<file path="src/rtl/call_stack_ctrl.sv">
// Return-address stack for the decode/PC-select path: circular DEPTH-entry
// buffer with occupancy tracking, sticky error flags and a two-cycle RET sequence.
module call_stack_ctrl #(
  parameter  int DEPTH = 8,
  parameter  int AW    = 12,
  localparam int SPW   = $clog2(DEPTH),
  localparam int CW    = $clog2(DEPTH + 1)
) (
  input  logic          clock,
  input  logic          init_signal,
  input  logic          push,
  input  logic          pop,
  input  logic [AW-1:0] push_addr,
  input  logic          clear_err,
  output logic          stall,
  output logic          ret_valid,
  output logic [AW-1:0] ret_addr,
  output logic [AW-1:0] top_addr,
  output logic [CW-1:0] count,
  output logic          empty,
  output logic          full,
  output logic          overflow,
  output logic          underflow
);

  typedef enum logic {S_IDLE, S_RETURN} state_t;

  state_t        r_state;
  logic [AW-1:0] r_mem [DEPTH];
  logic [SPW-1:0] r_sp;
  logic [CW-1:0] r_count;
  logic [AW-1:0] r_ret_addr;
  logic          r_ovf;
  logic          r_unf;

  logic [SPW-1:0] w_sp_m1;
  logic          w_empty;
  logic          w_full;
  logic          w_idle;
  logic          w_set_ovf;
  logic          w_set_unf;

  assign w_sp_m1   = r_sp - SPW'(1);
  assign w_empty   = (r_count == '0);
  assign w_full    = (r_count == CW'(DEPTH));
  assign w_idle    = (r_state == S_IDLE);
  assign w_set_ovf = w_idle & push & ~pop & w_full;
  assign w_set_unf = w_idle & pop & ~push & w_empty;

  // Storage: a push on a full stack lands on the oldest slot, which sp already points at
  always_ff @(posedge clock) begin
    if (w_idle) begin
      if (push && pop && !w_empty) begin
        r_mem[w_sp_m1] <= push_addr;
      end else if (push && !pop) begin
        r_mem[r_sp] <= push_addr;
      end
    end
  end

  always_ff @(posedge clock) begin
    if (init_signal) begin
      r_state    <= S_IDLE;
      r_sp       <= '0;
      r_count    <= '0;
      r_ret_addr <= '0;
      r_ovf      <= 1'b0;
      r_unf      <= 1'b0;
    end else begin
      r_ovf <= (r_ovf & ~clear_err) | w_set_ovf;
      r_unf <= (r_unf & ~clear_err) | w_set_unf;
      case (r_state)
        S_IDLE: begin
          if (pop) begin
            r_state <= S_RETURN;
            if (push) begin
              // Replace-top; on an empty stack the new address is returned directly
              r_ret_addr <= w_empty ? push_addr : r_mem[w_sp_m1];
            end else if (w_empty) begin
              r_ret_addr <= '0;
            end else begin
              r_ret_addr <= r_mem[w_sp_m1];
              r_sp       <= w_sp_m1;
              r_count    <= r_count - CW'(1);
            end
          end else if (push) begin
            r_sp <= r_sp + SPW'(1);
            if (!w_full) begin
              r_count <= r_count + CW'(1);
            end
          end
        end
        S_RETURN: begin
          // The stalled decoder re-presents its RET here, so requests are dropped
          r_state <= S_IDLE;
        end
        default: r_state <= S_IDLE;
      endcase
    end
  end

  assign stall     = pop & w_idle;
  assign ret_valid = (r_state == S_RETURN);
  assign ret_addr  = r_ret_addr;
  assign top_addr  = w_empty ? '0 : r_mem[w_sp_m1];
  assign count     = r_count;
  assign empty     = w_empty;
  assign full      = w_full;
  assign overflow  = r_ovf;
  assign underflow = r_unf;

endmodule

</file>
<file path="config.mk">
export PLATFORM = sky130hd
export DESIGN_NAME = call_stack_ctrl
export DESIGN_NICKNAME = d
export VERILOG_FILES = /design/src/rtl/call_stack_ctrl.sv
export SDC_FILE = /design/constraint.sdc
export NUM_CORES = 1
export LEC_CHECK = 0
export ABC_AREA = 1
export CORE_MARGIN = 3
export CORE_UTILIZATION = 50
export DETAILED_ROUTE_END_ITERATION = 10
export PLACE_DENSITY = 0.74
export SYNTH_ARGS = -nofsm -noshare
export SYNTH_HDL_FRONTEND = slang
export SYNTH_SLANG_ARGS = --single-unit
</file>
<file path="constraint.sdc">
create_clock -name clock -period 2.41 [get_ports clock]
set_input_delay 0.482 -clock clock [delete_from_list [all_inputs] [get_ports clock]]
set_output_delay 0.482 -clock clock [all_outputs]
set_load 0.01 [all_outputs]
</file>
Word level (Yosys, flattened, before mapping) --
Memory sizes are Yosys's and may differ from the RTL's. Cells that the tools add are included.
Operators by class: multiplexer cells 24, bitwise gates (word level) 14, eq/ne operators 4, $add $sub $neg 4, reductions and logical operators 11
Operator list (count):
- two-way mux 12 bit | 4
- two-way mux 4 bit | 5
- two-way mux 3 bit | 5
- OR reduction 12 bit | 1
- two-way mux 1 bit | 9
- bitwise AND 1 bit | 8
- inequality test 2 bit (second input constant) | 3
- AND reduction 5 bit | 1
- adder 4 x 1 -> 4 bit (second input constant) | 1
- == test 4 bit (second input constant) | 1
- zero test 4 bit | 1
- inverter 1 bit | 4
- AND reduction 4 bit | 1
- subtractor 4 x 1 -> 4 bit (second input constant) | 1
- adder 3 x 1 -> 3 bit (second input constant) | 1
- logical AND 1 bit | 3
- subtractor 3 x 1 -> 3 bit (second input constant) | 1
- zero test 1 bit | 2
- bitwise OR 1 bit | 2
- one-hot mux 1 bit (2 select lines) | 1
- AND reduction 2 bit | 1
- nonzero test 2 bit | 1
Storage, ports and cells: input bits 17, memories 1, output and inout port bits 34, RAM bits 96, logic and storage cells 64, flip-flop bits (word level) 22
Memory list:
- r_mem | depth 8, width 12, rd ports 1, clocked after memory_dff 0, wr ports 1, line 29 | logic [AW-1:0] r_mem [DEPTH];

Logic depth before layout (Yosys ltp) --
Gate-level depths: netlist of run 1.
depth in word-level cells 8, depth in mapped cells 11, mapped depth without buffers 8

Worst setup path after synthesis of run 1 --
Ideal clock, no wire load.
kind reg2reg, start register r_sp[0], end memory r_mem[3][0], enable pin, period minus slack after synthesis 2346 ps, slack 64 ps, data required time 2030 ps, path buffers 3, stages on the path, launching flop included 11, setup time 380 ps, data arrival time 1965 ps, cells stage by stage dfxtp_1 buf_2 inv_2 buf_2 ha_1 buf_4 nand2_1 o21ai_0 inv_1 nand2_1 nor2_1
On the way: cells in the longest elaborated chain, start to end 2
RTL lines:
- start, declared | line 30 | logic [SPW-1:0] r_sp;
- start signal, assigned | line 83 | r_sp <= w_sp_m1;
- start signal, assigned | line 87 | r_sp <= r_sp + SPW'(1);
- subtractor 3 x 1 -> 3 bit | line 43 | assign w_sp_m1 = r_sp - SPW'(1);
- two-way mux 3 bit (no line) *
- end, declared | line 29
Mark *: on every way between the ends. The rest lies on a longest branch, timed or not.

Final worst setup path of run 1 --
start register r_sp[0], end output top_addr[6]
On the way: cells in the longest elaborated chain, start to end 3
RTL lines:
- subtractor 3 x 1 -> 3 bit | line 43
- memory (8 x 12 bit)
- two-way mux 12 bit | line 105 | assign top_addr = w_empty ? '0 : r_mem[w_sp_m1];
- end, declared | line 18 | output logic [AW-1:0] top_addr,
Every way passes these cells.

==> metrics.md, run 1 <==
| Metric | Value |
|---|---|
| Synth warn | 0 |
| Pre-antenna DRT Iters | 5 |
| Max Root-Sink Buffers | 2 |
| Clk pin slew, worst setup/hold paths | 60 ps |
| Clock Skew | 5.67 ps |
| Crit path kind | reg -> out |
| Startpoint types | flop |
| CTS Root Cell | clkbuf_8 |
| Critical Path RT | 1930 ps |
| Slowest stage delay, CP | 360 ps |
| Slew headroom | 57.9% |
| Starting Density | 51.9% |
| Slowest cell on crit path | dfxtp_2 |
| First-pass GRT wire length | 23.1 mm |
| Critical path buffer and inverter count | 6 |
| Die ar. | 0.0121 sq mm |
| Vias in the first global route | 4660 |
| CP endpoint kind | output pin |
| Largest net degree at the start of global routing | 51 |
| Drt wl/cell | 19.1 microns |
| Gpl congestion | 0.831 |
| Final HPWL DP | 8.57 mm |
| Final WS setup | -101 ps |
| Core Box Area | 0.0105 sq mm |
| TritonCTS clock tree | yes |
| Cell area after synthesis | 0.00543 sq mm |
| GR Overflow Total | 0 |
| Max Slew Vio Count | 0 |
| Final worst path period need | 2510 ps |
| Gr usage total | 25.9% |
| Total CTS buffers | 17 |
| WP data arrival | 2030 ps |
| First DRT Iteration DRCs | 449 |
| Maxcap violations | 0 |
| Fin. Hold Viols | 0 |
| Fin cells | 832 |
| Ports | 51 |
| Outcome | finished with violations |
| Layout area overhead | 39.7% |
| HP Class | reg -> reg |
| Vias per inst | 5.41 |
| Gate count after technology mapping | 557 |
| Least-Margin Pin Slew | 631 ps |
| Via count | 4505 |
| Netlist cell types | 29 |
| #FFs+latches synth | 118 |
| Register area share after synthesis | 61.2% |
| Mean cell area of the mapped netlist | 9.74 sq um |
| Largest area contributor in the netlist | edfxtp_1 |
| Initial antenna violation count | 0 |
| Clock Sinks | 118 |
| Die outline width | 110 microns |
| Post-synth net total | 579 |
| Die Y-Extent | 110 microns |
| Worst-path maximum fanout | 8 |
| VDD IR max | 0.722 mV |
| Clock Latency Late Sink | 520 ps |
| H-tree lvl count | 4 |
| Placement row count | 37 |
| Setup violators final | 13 |
| Dpl cells | 757 |
| Pre-CTS setup slack | -436 ps |
| Final hold slack | 473 ps |
| Max frequency | 398 MHz |
| Layout Nets | 705 |
| PortBufs | 50 |
| Failing checks | setup timing |
| Power density cells | 1010 mW/mm^2 |
| Largest cells by area after synthesis | edfxtp_1 (53%), nand2_1 (10%), dfxtp_1 (8.1%) |
| Synth top area share | 53.1% |
| Share of cells above drive strength 1 | 29.2% |
| Detailed Route WL | 15.9 mm |
| Unrepaired setup endpoints after global routing | yes |
| Drt drc | 0 |
| Cell family with most CP delay | buffers and inverters |
| Worst path cell trace | inv_4 > ha_4 > buf_6 > xnor2_4 > buf_12 > buf_8 > nand3_4 > nand3_4 > inv_2 > buf_6 |
| Leakage | 3.35 nW |
| Fin crit share | 104% |
| Setup TNS | -748 ps |
| # diodes | 0 |
| Antenna viol nets, final | 0 |
| Hold Buf Count CTS | 0 |
[layout make-up]
cell class                      instances  area, sq um
Clock buffer                           17          414
Clock inverter                         15          169
Fill cell                             696         2880
Inverter                              102          390
Multi-Input combinational cell        314         1780
Sequential cell                       118         3330
Tap cell                              136          170
Timing Repair Buffer                  130         1330
[cells in the final DEF (no fill, tap or decap), types with 2 or more instances in the layout]
cell             count
nand2_1            145
edfxtp_1            96
inv_1               87
buf_4               53
nand3_1             40
clkdlybuf4s50_1     36
nand3_2             31
buf_6               24
a21oi_1             21
clkbuf_16           20
dfxtp_1             20
nor2_1              18
o21ai_0             16
inv_2               13
a21oi_2             10
nand3_4              6
buf_12               6
nand2_2              5
inv_6                5
nor2_2               4
ha_1                 3
clkinv_4             3
xor2_1               2
xnor2_1              2
bufinv_16            2
inv_8                2
clkinv_2             2
clkinvlp_4           2
dlygate4sd2_1        2
buf_2                2
dfxtp_2              2
buf_8                2
[path summary, 6_finish.rpt]
check        slack, ps  startpoint           end  cells past startpoint
max               -100     r_sp[0]   top_addr[6]                     10
min                470    overflow      overflow                      2
max reg2reg        -80     r_sp[0]  ret_addr[11]                     17
min reg2reg        470    overflow      overflow                      2
[per-layer routing]
metal  GRT usage [%]  share of wire, %  up-vias
met5               0                 0        -
met3            6.52               8.4       67
met2            45.3                50      268
li1                -                 -     2055
met1            30.3                37     2115
met4            11.2               3.8        0
[registers in the layout (all words and copies together), names as in the netlist]
register / count
r_mem: 96
ret_addr: 12
count: 4
r_sp: 3
overflow: 1
ret_valid: 1
underflow: 1
[per-stage QoR]
stage	power (mW)	cell area (sq um)	utilization, %
2_1_floorplan	3.47	5430	-
3_3_place_gp	4.17	6280	60.1
3_5_place_dp	4.22	6280	60.1
4_1_cts	7.18	7260	69.3
5_1_grt	7.96	7580	72.5
6_report	7.66	7580	72.5
[synth_stat cells, drive strengths merged]
| master | count |
|---|---|
| nand2b | 1 |
| nor2 | 23 |
| dfxtp | 22 |
| buf | 18 |
| edfxtp | 96 |
| a21oi | 31 |
| inv | 102 |
| xor2 | 3 |
| ha | 4 |
| clkbuf | 5 |
| o21ai | 18 |
| or2 | 1 |
| a32oi | 1 |
| nand2 | 150 |
| fa | 1 |
| nor4 | 1 |
| nand3 | 77 |
| xnor2 | 3 |
[logic make-up after synthesis]
family	synth area share [%]
XOR/XNOR	1.11
AO/OA/AOI/OAI	5.37
adder cells (fa/ha/maj)	1.29
flip-flops	61.2
buffers and inverters	9.43
AND/OR/NAND/NOR	21.6
[worst register-to-register path, cell delays in order (launching register included)]
cell and delay, ps:
dfxtp_2 360, inv_4 50, ha_4 280, inv_6 90, buf_12 130, nand3_4 70
nand3_2 80, nand3_2 90, buf_4 140, buf_4 120, buf_4 120, buf_4 120
buf_4 120, buf_4 120, buf_4 130, buf_4 120, buf_4 130, a21oi_2 140
[power breakdown]
part | total, mW | switching, mW | internal (mW)
Clock | 2.50 | 1.00 | 1.50
Combinational | 2.72 | 1.39 | 1.33
Sequential | 2.44 | 0.0686 | 2.37
Total | 7.66 | 2.46 | 5.20
[repair_timing]
item | in CTS | in global routing
setup buffers | 40 | 3
gates resized for setup | 80 | 58
pin swaps | 16 | 21
endpoints found under the setup margin | 14 | 15
cloned | 0 | 4
No activity file was read; power rests on OpenSTA's default activity.
==> inputs of run 2 (changes only) <==
--- a/config.mk
+++ b/config.mk
@@ -10,6 +10,7 @@
 export CORE_UTILIZATION = 50
 export DETAILED_ROUTE_END_ITERATION = 10
 export PLACE_DENSITY = 0.74
+export SLEW_MARGIN = 20
 export SYNTH_ARGS = -nofsm -noshare
 export SYNTH_HDL_FRONTEND = slang
 export SYNTH_SLANG_ARGS = --single-unit
==> results of run 2 <==
No change in the layout: final DEF, timing and power equal those of run 1.
